$ cat src/rtl/fos_pkg.sv
// fos_pkg: shared constants, FSM states and Booth helper for the inverse first-order section
package fos_pkg;
    localparam int DW = 32;
    localparam int CW = 11;
    localparam int MUL_CYCLES = (CW + 1) / 2;

    typedef enum logic [1:0] {IDLE, MUL, SUM, OUT} state_t;

    function automatic logic [DW-1:0] booth_pp(input logic [DW-1:0] m, input logic [2:0] d);
        return (d == 3'b001 || d == 3'b010) ? m :
               (d == 3'b011) ? m << 1 :
               (d == 3'b100) ? -(m << 1) :
               (d == 3'b101 || d == 3'b110) ? -m : '0;
    endfunction
endpackage

$ cat src/rtl/fos_inverse_seq_if.sv
// fos_inverse_seq_if: sample-in / sample-out handshake bundle of the inverse section
interface fos_inverse_seq_if
    import fos_pkg::*;
();
    logic [DW-1:0] y_in;
    logic [CW-1:0] a1;
    logic [CW-1:0] b1;
    logic          in_valid;
    logic          in_ready;
    logic          flush;
    logic [DW-1:0] x_out;
    logic          out_valid;
    logic          out_ready;

    modport master(output y_in, a1, b1, in_valid, flush, out_ready, input in_ready, x_out, out_valid);
    modport slave(input y_in, a1, b1, in_valid, flush, out_ready, output in_ready, x_out, out_valid);
endinterface

$ cat src/rtl/booth_r4_serial_mult.sv
// booth_r4_serial_mult: signed DW x CW radix-4 Booth multiplier, one digit per cycle, DW-bit product
module booth_r4_serial_mult
    import fos_pkg::*;
(
    input  logic          clk,
    input  logic          reset_n,
    input  logic          start,
    input  logic [DW-1:0] a,
    input  logic [CW-1:0] b,
    output logic          busy,
    output logic          done,
    output logic [DW-1:0] p
);
    localparam int CNT_W = $clog2(MUL_CYCLES + 1);

    logic [DW-1:0]    m;
    logic [CW+1:0]    q;
    logic [CW+1:0]    qs;
    logic [CNT_W-1:0] cnt;

    assign qs   = {b[CW-1], b, 1'b0};
    assign busy = cnt != '0;

    // Start consumes digit 0 immediately; remaining digits shift through m/q one per cycle
    always_ff @(posedge clk or negedge reset_n) begin
        if (!reset_n) begin
            p    <= '0;
            m    <= '0;
            q    <= '0;
            cnt  <= '0;
            done <= 1'b0;
        end else if (start) begin
            p    <= booth_pp(a, qs[2:0]);
            m    <= a << 2;
            q    <= qs >> 2;
            cnt  <= CNT_W'(MUL_CYCLES - 1);
            done <= 1'b0;
        end else if (busy) begin
            p    <= p + booth_pp(m, q[2:0]);
            m    <= m << 2;
            q    <= q >> 2;
            cnt  <= cnt - 1'b1;
            done <= cnt == CNT_W'(1);
        end else begin
            done <= 1'b0;
        end
    end
endmodule

$ cat src/rtl/fos_inverse_seq.sv
// fos_inverse_seq: recovers x[n] = y[n] - a1*y[n-1] - b1*x[n-1] (mod 2^DW); FOS_INV_PARALLEL_MUL_EN selects two multipliers
module fos_inverse_seq
    import fos_pkg::*;
(
    input logic              clk,
    input logic              reset_n,
    fos_inverse_seq_if.slave bus
);
    state_t        state, state_nx;
    logic [1:0]    ph, ph_nx;
    logic [DW-1:0] y_lat, y_prev, x_prev, x_q, x_new, p_a, p_b;
    logic [CW-1:0] a_lat, b_lat;
    logic          accept, hist_clr, start, mul_done;

    assign accept        = bus.in_valid && state == IDLE;
    assign hist_clr      = bus.flush && (state == IDLE || state == OUT);
    assign x_new         = y_lat - p_a - p_b;
    assign bus.in_ready  = state == IDLE;
    assign bus.out_valid = state == OUT;
    assign bus.x_out     = x_q;

`ifdef FOS_INV_PARALLEL_MUL_EN
    logic busy_a, busy_b, done_a, done_b;

    assign start    = state == MUL && ph == 2'd0 && !busy_a && !busy_b;
    assign mul_done = ph == 2'd1 && done_a && done_b;

    booth_r4_serial_mult u_mul_a (
        .clk, .reset_n, .start, .a(y_prev), .b(a_lat), .busy(busy_a), .done(done_a), .p(p_a)
    );
    booth_r4_serial_mult u_mul_b (
        .clk, .reset_n, .start, .a(x_prev), .b(b_lat), .busy(busy_b), .done(done_b), .p(p_b)
    );
`else
    logic          busy, done;
    logic [DW-1:0] prod;

    assign start    = state == MUL && !busy && (ph == 2'd0 || (ph == 2'd1 && done));
    assign mul_done = ph == 2'd2 && done;
    assign p_b      = prod;

    booth_r4_serial_mult u_mul (
        .clk, .reset_n, .start,
        .a(ph == 2'd0 ? y_prev : x_prev), .b(ph == 2'd0 ? a_lat : b_lat),
        .busy, .done, .p(prod)
    );

    // Hold a1*y_prev while the shared multiplier moves on to b1*x_prev
    always_ff @(posedge clk or negedge reset_n) begin
        if (!reset_n) p_a <= '0;
        else if (ph == 2'd1 && done) p_a <= prod;
    end
`endif

    // State and multiplier phase registers
    always_ff @(posedge clk or negedge reset_n) begin
        if (!reset_n) begin
            state <= IDLE;
            ph    <= 2'd0;
        end else begin
            state <= state_nx;
            ph    <= ph_nx;
        end
    end

    // Next state: phase advances on each multiplier start, resets when the products are ready
    always_comb begin
        state_nx = state;
        ph_nx    = start ? ph + 2'd1 : ph;
        if (state == IDLE && accept) state_nx = MUL;
        if (mul_done) begin
            state_nx = SUM;
            ph_nx    = 2'd0;
        end
        if (state == SUM) state_nx = OUT;
        if (state == OUT && bus.out_ready) state_nx = IDLE;
    end

    // Sample latch, history update and output register; flush wins on the accept edge
    always_ff @(posedge clk or negedge reset_n) begin
        if (!reset_n) begin
            y_lat  <= '0;
            a_lat  <= '0;
            b_lat  <= '0;
            y_prev <= '0;
            x_prev <= '0;
            x_q    <= '0;
        end else begin
            if (accept) begin
                y_lat <= bus.y_in;
                a_lat <= bus.a1;
                b_lat <= bus.b1;
            end
            if (hist_clr) begin
                y_prev <= '0;
                x_prev <= '0;
            end else if (state == SUM) begin
                y_prev <= y_lat;
                x_prev <= x_new;
            end
            if (state == SUM) x_q <= x_new;
        end
    end
endmodule

$ cat src/flat_wrapper.sv
// flat-port wrapper written by rule: the top's interface ports become plain ports
module fos_inverse_seq_flat import fos_pkg::*;
  (clk, reset_n, bus_y_in, bus_a1, bus_b1, bus_in_valid, bus_flush, bus_out_ready, bus_in_ready, bus_x_out, bus_out_valid);
  fos_inverse_seq_if bus_i ();
  input logic clk;
  input logic reset_n;
  input wire logic [$bits(bus_i.y_in)-1:0] bus_y_in;
  input wire logic [$bits(bus_i.a1)-1:0] bus_a1;
  input wire logic [$bits(bus_i.b1)-1:0] bus_b1;
  input wire logic [$bits(bus_i.in_valid)-1:0] bus_in_valid;
  input wire logic [$bits(bus_i.flush)-1:0] bus_flush;
  input wire logic [$bits(bus_i.out_ready)-1:0] bus_out_ready;
  output wire logic [$bits(bus_i.in_ready)-1:0] bus_in_ready;
  output wire logic [$bits(bus_i.x_out)-1:0] bus_x_out;
  output wire logic [$bits(bus_i.out_valid)-1:0] bus_out_valid;
  assign bus_i.y_in = bus_y_in;
  assign bus_i.a1 = bus_a1;
  assign bus_i.b1 = bus_b1;
  assign bus_i.in_valid = bus_in_valid;
  assign bus_i.flush = bus_flush;
  assign bus_i.out_ready = bus_out_ready;
  assign bus_in_ready = bus_i.in_ready;
  assign bus_x_out = bus_i.x_out;
  assign bus_out_valid = bus_i.out_valid;
  fos_inverse_seq u_core (.clk(clk), .reset_n(reset_n), .bus(bus_i));
endmodule
$ cat config.mk
export PLATFORM = sky130hd
export DESIGN_NAME = fos_inverse_seq_flat
export DESIGN_NICKNAME = d
export VERILOG_FILES = /design/src/rtl/fos_pkg.sv /design/src/rtl/fos_inverse_seq_if.sv /design/src/rtl/booth_r4_serial_mult.sv /design/src/rtl/fos_inverse_seq.sv /design/src/flat_wrapper.sv
export SDC_FILE = /design/constraint.sdc
export NUM_CORES = 1
export LEC_CHECK = 0
export BUFFER_PORTS_ARGS = -buffer_cell sky130_fd_sc_hd__buf_2
export CORE_MARGIN = 2
export CORE_UTILIZATION = 50
export CTS_CLUSTER_DIAMETER = 40
export DETAILED_ROUTE_END_ITERATION = 12
export PLACE_DENSITY = 0.77
export SYNTH_ARGS = -nofsm -noshare
export SYNTH_HDL_FRONTEND = slang
export SYNTH_SLANG_ARGS = --single-unit
$ cat constraint.sdc
create_clock -name clk -period 12.2 [get_ports clk]
set_input_delay 1.22 -clock clk [delete_from_list [all_inputs] [get_ports clk]]
set_output_delay 1.22 -clock clk [all_outputs]
set_load 0.005 [all_outputs]
# After elaboration in Yosys (flattened, before gate mapping)

Index checks and enable logic that the tools add are counted.

Register bits: 267
Output and inout bits: 34
Logic and storage cells: 87

$add $sub $neg: 9
Equal/unequal tests: 15
Multiplexer cells: 29
Reductions and logical operators: 20

Operators with widths:

| operator              | number |
|---|---|
| $mux W32              | 16 |
| $neg A32 Y32          | 4 |
| $sub A32 B32 Y32      | 2 |
| $add A32 B32 Y32      | 1 |
| $mux W13              | 2 |
| $mux W2               | 6 |
| $mux W11              | 1 |
| $eq A2 B2 Y1 const B  | 5 |
| $eq A3 B3 Y1 const B  | 3 |
| $logic_and A1 B1 Y1   | 8 |
| $eq A2 B1 Y1 const B  | 3 |
| $eq A3 B1 Y1 const B  | 2 |
| $eq A3 B2 Y1 const B  | 2 |
| $mux W3               | 2 |
| $reduce_bool A2 Y1    | 3 |
| $logic_not A2 Y1      | 2 |
| $logic_or A1 B1 Y1    | 4 |
| $reduce_bool A4 Y1    | 1 |
| $reduce_bool A3 Y1    | 1 |
| $sub A3 B1 Y3 const B | 1 |
| $add A2 B1 Y2 const B | 1 |
| $mux W1               | 2 |
| $logic_not A1 Y1      | 1 |

# Depth between registers and ports, before layout

Depth after elaboration: 9
Depth in mapped cells: 21
Gate-level depth less buffers: 20

# Cells and area by module

From an unflattened synthesis, not the netlist that was laid out.

Cells, all modules: 2040
Area total of the unflattened synthesis: 18203.7 µm²

By module, submodules not included:

| module               | times used | cells each | area an instance (µm²) |
|---|---|---|---|
| fos_inverse_seq      | 1          | 993        | 10375.0 |
| booth_r4_serial_mult | 1          | 1047       | 7828.8 |

# Worst setup path after synthesis

Ideal clock, no wire load.

Path type: register to register
From: register u_core.u_mul.m[4]
To: register u_core.u_mul.p[30]
Library setup time: 0.137 ns
Arrival: 3.855 ns
Data required time: 12.063 ns
Setup slack: 8.208 ns
Cell stages (with the launch flop): 18
Path through: dfrtp_1 > clkbuf_1 > nor3_1 > nand3b_1 > or2_2 > or4_1 > xnor2_1 > nor2_1 > o21ai_0 > nand2_1 > ha_1 > a21oi_1 > nand2_1 > o41ai_2 > o31ai_1 > a311oi_1 > xor2_1 > a21oi_1

Word-level cells in the longest chain between the ends: 8
Elaborated cells between the ends (all ways): 9
Those cells by class: 3 x add/sub; 6 x mux

Ends and longest elaborated chain:

| what                   | RTL line                   | source |
|---|---|---|
| start, declared        | booth_r4_serial_mult.sv:16 | `logic [DW-1:0] m;` |
| start signal, assigned | booth_r4_serial_mult.sv:34 | `m <= a << 2;` |
| start signal, assigned | booth_r4_serial_mult.sv:40 | `m <= m << 2;` |
| $neg A32 Y32           | fos_pkg.sv:13              | `(d == 3'b101 \|\| d == 3'b110) ? -m : '0;` |
| $mux W32               | fos_pkg.sv:13              |  |
| $mux W32               | fos_pkg.sv:12              | `(d == 3'b100) ? -(m << 1) :` |
| $mux W32               | fos_pkg.sv:11              | `(d == 3'b011) ? m << 1 :` |
| $mux W32 (*)           | fos_pkg.sv:10              | `return (d == 3'b001 \|\| d == 3'b010) ? m :` |
| $add A32 B32 Y32 (*)   | booth_r4_serial_mult.sv:39 | `p <= p + booth_pp(m, q[2:0]);` |
| $mux W32 (*)           | booth_r4_serial_mult.sv:38 | `end else if (busy) begin` |
| $mux W32 (*)           | booth_r4_serial_mult.sv:32 | `end else if (start) begin` |
| end signal, assigned   | booth_r4_serial_mult.sv:33 | `p <= booth_pp(a, qs[2:0]);` |
| end signal, assigned   | booth_r4_serial_mult.sv:39 |  |
| end, declared          | booth_r4_serial_mult.sv:12 | `output logic [DW-1:0] p` |

Mark *: on every way between the ends. The rest lies on a longest branch, timed or not. The select of a mux whose other input is x is not followed.
A chain may end at the register's enable or synchronous reset.

# Worst setup path in the final report

From: register u_core.u_mul.q[0]
To: register u_core.u_mul.p[28]

Word-level cells in the longest chain between the ends: 9
Elaborated cells between the ends (all ways): 15
Those cells by class: 1 x add/sub; 6 x eq/ne; 6 x mux; 2 x reduce/logical

Ends and longest elaborated chain:

| what                   | RTL line                   | source |
|---|---|---|
| start, declared        | booth_r4_serial_mult.sv:17 | `logic [CW+1:0] q;` |
| start signal, assigned | booth_r4_serial_mult.sv:35 | `q <= qs >> 2;` |
| start signal, assigned | booth_r4_serial_mult.sv:41 | `q <= q >> 2;` |
| $eq A3 B3 Y1           | fos_pkg.sv:13              |  |
| $logic_or A1 B1 Y1     | fos_pkg.sv:13              |  |
| $mux W32               | fos_pkg.sv:13              |  |
| $mux W32               | fos_pkg.sv:12              |  |
| $mux W32               | fos_pkg.sv:11              |  |
| $mux W32 (*)           | fos_pkg.sv:10              |  |
| $add A32 B32 Y32 (*)   | booth_r4_serial_mult.sv:39 |  |
| $mux W32 (*)           | booth_r4_serial_mult.sv:38 |  |
| $mux W32 (*)           | booth_r4_serial_mult.sv:32 |  |

Marks and branches as above.

==> out/results.ini <==
[sta]
setup_viol = 0
timing.fmax_mhz = 194
final_max_slew_viol_count = 0
finalHoldViolations = 0
tightest_slew_ns = 0.975
slew_headroom_pct = 35.0
fin_crit_sh_pct = 42.1
rsz0062_at_grt = no
tns_ns = 0
min_period_ns = 5.14
finalClockSkew_ns = 0.0207

[die]
die_height_um = 193
die_area_um2 = 37300
start_util_pct = 50.6
ios = 93
core-area_um2 = 35400
die_w_um = 193
rows = 69

[cts]
post-cts-setup-buffers = 0
cts_tree = built
clkSinkCount = 262
htree_num_levels = 2
cts_hold_buf = 0
cts_max_path_buffers = 3
cts_root_buf = clkbuf_16
worstSkewPairLatency_ns = 0.53
clk_pin_slew_worst_paths_ns = 0.05
cts_resized = 0
cts_buffers = 37

[flow_run]
drv_cap = 0

[detailed_routing]
wl_per_cell_um = 19.7
totalWireLength_um = 49700
drt_iter0_markers = 1412
first_pass_iters = 5
vias_per_cell = 6.10
num_vias = 15400
drcViolationCount = 0
ant_nets = 0

[logic_synthesis]
yosys_most_used_dff = dfrtp_1
ys_ff_latch = 262
synth_top_area_share_pct = 36.6
ys_seq_area_share_pct = 36.6
synth.net_count = 2172
ys_warn_count = 0
synth_area_um2 = 17900
synth.top_cells.by_area = dfrtp_1 37%, a21oi_1 5.8%, ha_1 5.4%
synth_edf_count = 0
yosysMostFrequentCell = dfrtp_1
synth.distinct_cells = 77
yosysTopAreaCell = dfrtp_1
syn-instance-count = 2004
syn_area_per_cell_um2 = 8.93
yosys-top-cells-count = 262 x dfrtp_1, 206 x a21oi_1, 171 x o21ai_0, 160 x nand2_1, 133 x nor2_1
async_flop_share_pct = 100

[grt]
grt_first_pass_wirelength_um = 80000
grt_usage_pct = 26.9
grt_pass1_vias = 14800
overflow = 0
antenna_found_initial = 0
grt_start_max_net_pins = 124

[critical_path]
crit_family = compound AO/OA/AOI/OAI gates
critPathBufInv = 1
cp-start-kind = flip-flop
cp_cell_sequence = inv_1 > nor2_1 > nand2_1 > o31ai_1 > a221oi_1 > nor2_1 > ha_1 > o21a_1 > o21a_1 > o22ai_1 > nor3_1 > o41ai_2 > nor3_1 > o41ai_1 > xor2_1 > o21ai_0
critPathLaunch = u_core.u_mul.q[0]$_DFFE_PN0P_
worstReg2RegEnd = u_core.u_mul.p[28]$_DFFE_PN0P_
crit_path_end_kind = flip-flop
timing.rr.start = u_core.u_mul.q[0]$_DFFE_PN0P_
crit_fanout = 23
ff2ff_path_depth = 16
arrival_ns = 5.52
crit_type = flip-flop to flip-flop
required_ns = 12.58
cpPeakStageDelay_ns = 0.83
worst_path_max_delay_cell = dfrtp_1
rrSetupSlack_ns = 7.06

[min_path]
hold_path_class = flip-flop to flip-flop
hold_end = u_core.bus.x_out[0]$_DFFE_PN0P_
worstHoldStart = u_core.bus.x_out[0]$_DFFE_PN0P_
min_path_cells = 1

[layout]
syn_to_final_growth_pct = 11.5
drive_gt1_share_pct = 13.5
antenna_cells = 0
final_nets = 2203
fill_cells = 3027
postLayoutCoreUtil_pct = 56.4

[placement]
io_buffers = 92
gp_congestion = 0.966
hpwlAfterDp_um = 35700

[outcome]
status = completed

-- sequential cells by signal (all words and copies together), names as in the netlist, 3 cells and up --
register	count
u_core.u_mul.q	10
u_core.u_mul.p	32
u_core.x_prev	32
u_core.bus.x_out	32
u_core.y_lat	32
u_core.y_prev	32
u_core.u_mul.cnt	3
u_core.p_a	32
u_core.b_lat	11
u_core.a_lat	11
u_core.u_mul.m	30
-- per-stage QoR --
stage / hold slack, ns / setup WS [ns] / instances / instance area, um^2
detailed placement: 0.466 / 7.18 / 2457 / 18700
global route: 0.495 / 6.57 / 2525 / 20000
global placement: 0.467 / 7.38 / 2457 / 18700
CTS: 0.480 / 7.16 / 2525 / 20000
finish: 0.478 / 7.06 / 2525 / 20000
floorplan: 0.449 / 8.21 / 2004 / 17900
-- layer usage --
metal / part of all wire, % / GRT usage (%) / up-vias
li1: - / - / 7198
met2: 45 / 41.9 / 599
met3: 6.8 / 3.66 / 96
met5: 0 / 0 / -
met4: 2.6 / 7.98 / 0
met1: 45 / 39.0 / 7507
-- how the worst max path moves through the flow --
stage | to | depth (start not counted)
finish | u_core.u_mul.p[28]$_DFFE_PN0P_ | 16
global route | u_core.u_mul.p[28]$_DFFE_PN0P_ | 16
CTS | u_core.u_mul.p[28]$_DFFE_PN0P_ | 16
detailed placement | u_core.u_mul.p[28]$_DFFE_PN0P_ | 16
global placement | u_core.u_mul.p[30]$_DFFE_PN0P_ | 14
floorplan | u_core.u_mul.p[30]$_DFFE_PN0P_ | 17
-- area by class of cell --
type,instances,area [um^2],area share (%)
multi-input combinational,1508,10500,52.6
clock buffer,44,1030,5.19
inverter,112,420,2.11
sequential,262,6560,32.9
clock inverter,24,240,1.20
timing repair buffer,114,636,3.19
tap,461,577,2.89
-- kinds of logic (layout without fill, tap and decap cells) --
kind of cell | Yosys count | after routing | synth area share, %
buf+inv | 234 | 294 | 5.12
flops | 262 | 262 | 36.6
simple gates | 541 | 541 | 15.1
xor+xnor | 119 | 119 | 5.82
mux | 141 | 141 | 8.33
compound gates | 598 | 598 | 20.0
fa+ha+maj | 109 | 109 | 8.96
-- cell usage in the layout (no fill, tap or decap), types with 23 or more instances in the layout --
cell type | synthesis | final
ha_1 | 77 | 75
a21o_1 | 27 | 26
nand3_1 | 31 | 31
nand2_1 | 160 | 159
mux2i_1 | 77 | 75
o21ai_0 | 171 | 171
fa_1 | 32 | 32
a21oi_1 | 206 | 205
a211oi_1 | 23 | 23
clkbuf_16 | 0 | 39
dfrtp_1 | 262 | 262
nor3_1 | 35 | 35
mux2_2 | 64 | 64
xnor2_1 | 67 | 67
o22ai_1 | 29 | 29
nand2b_1 | 44 | 44
xor2_1 | 52 | 52
inv_1 | 111 | 111
and3_1 | 38 | 38
nor2_1 | 133 | 131
a31oi_1 | 26 | 26
buf_2 | 9 | 91
-- worst reg2reg max path, cell delays in order, from the launching register on --
cell and delay, ns:
dfrtp_1 0.83, inv_1 0.57, nor2_1 0.58, nand2_1 0.11, o31ai_1 0.08, a221oi_1 0.12, nor2_1 0.14, ha_1 0.28
o21a_1 0.13, o21a_1 0.17, o22ai_1 0.36, nor3_1 0.15, o41ai_2 0.60, nor3_1 0.11, o41ai_1 0.46, xor2_1 0.23
o21ai_0 0.09
Power is not shown: default switching activity piles up to over one toggle a cycle in this logic, so the estimate is an artifact.
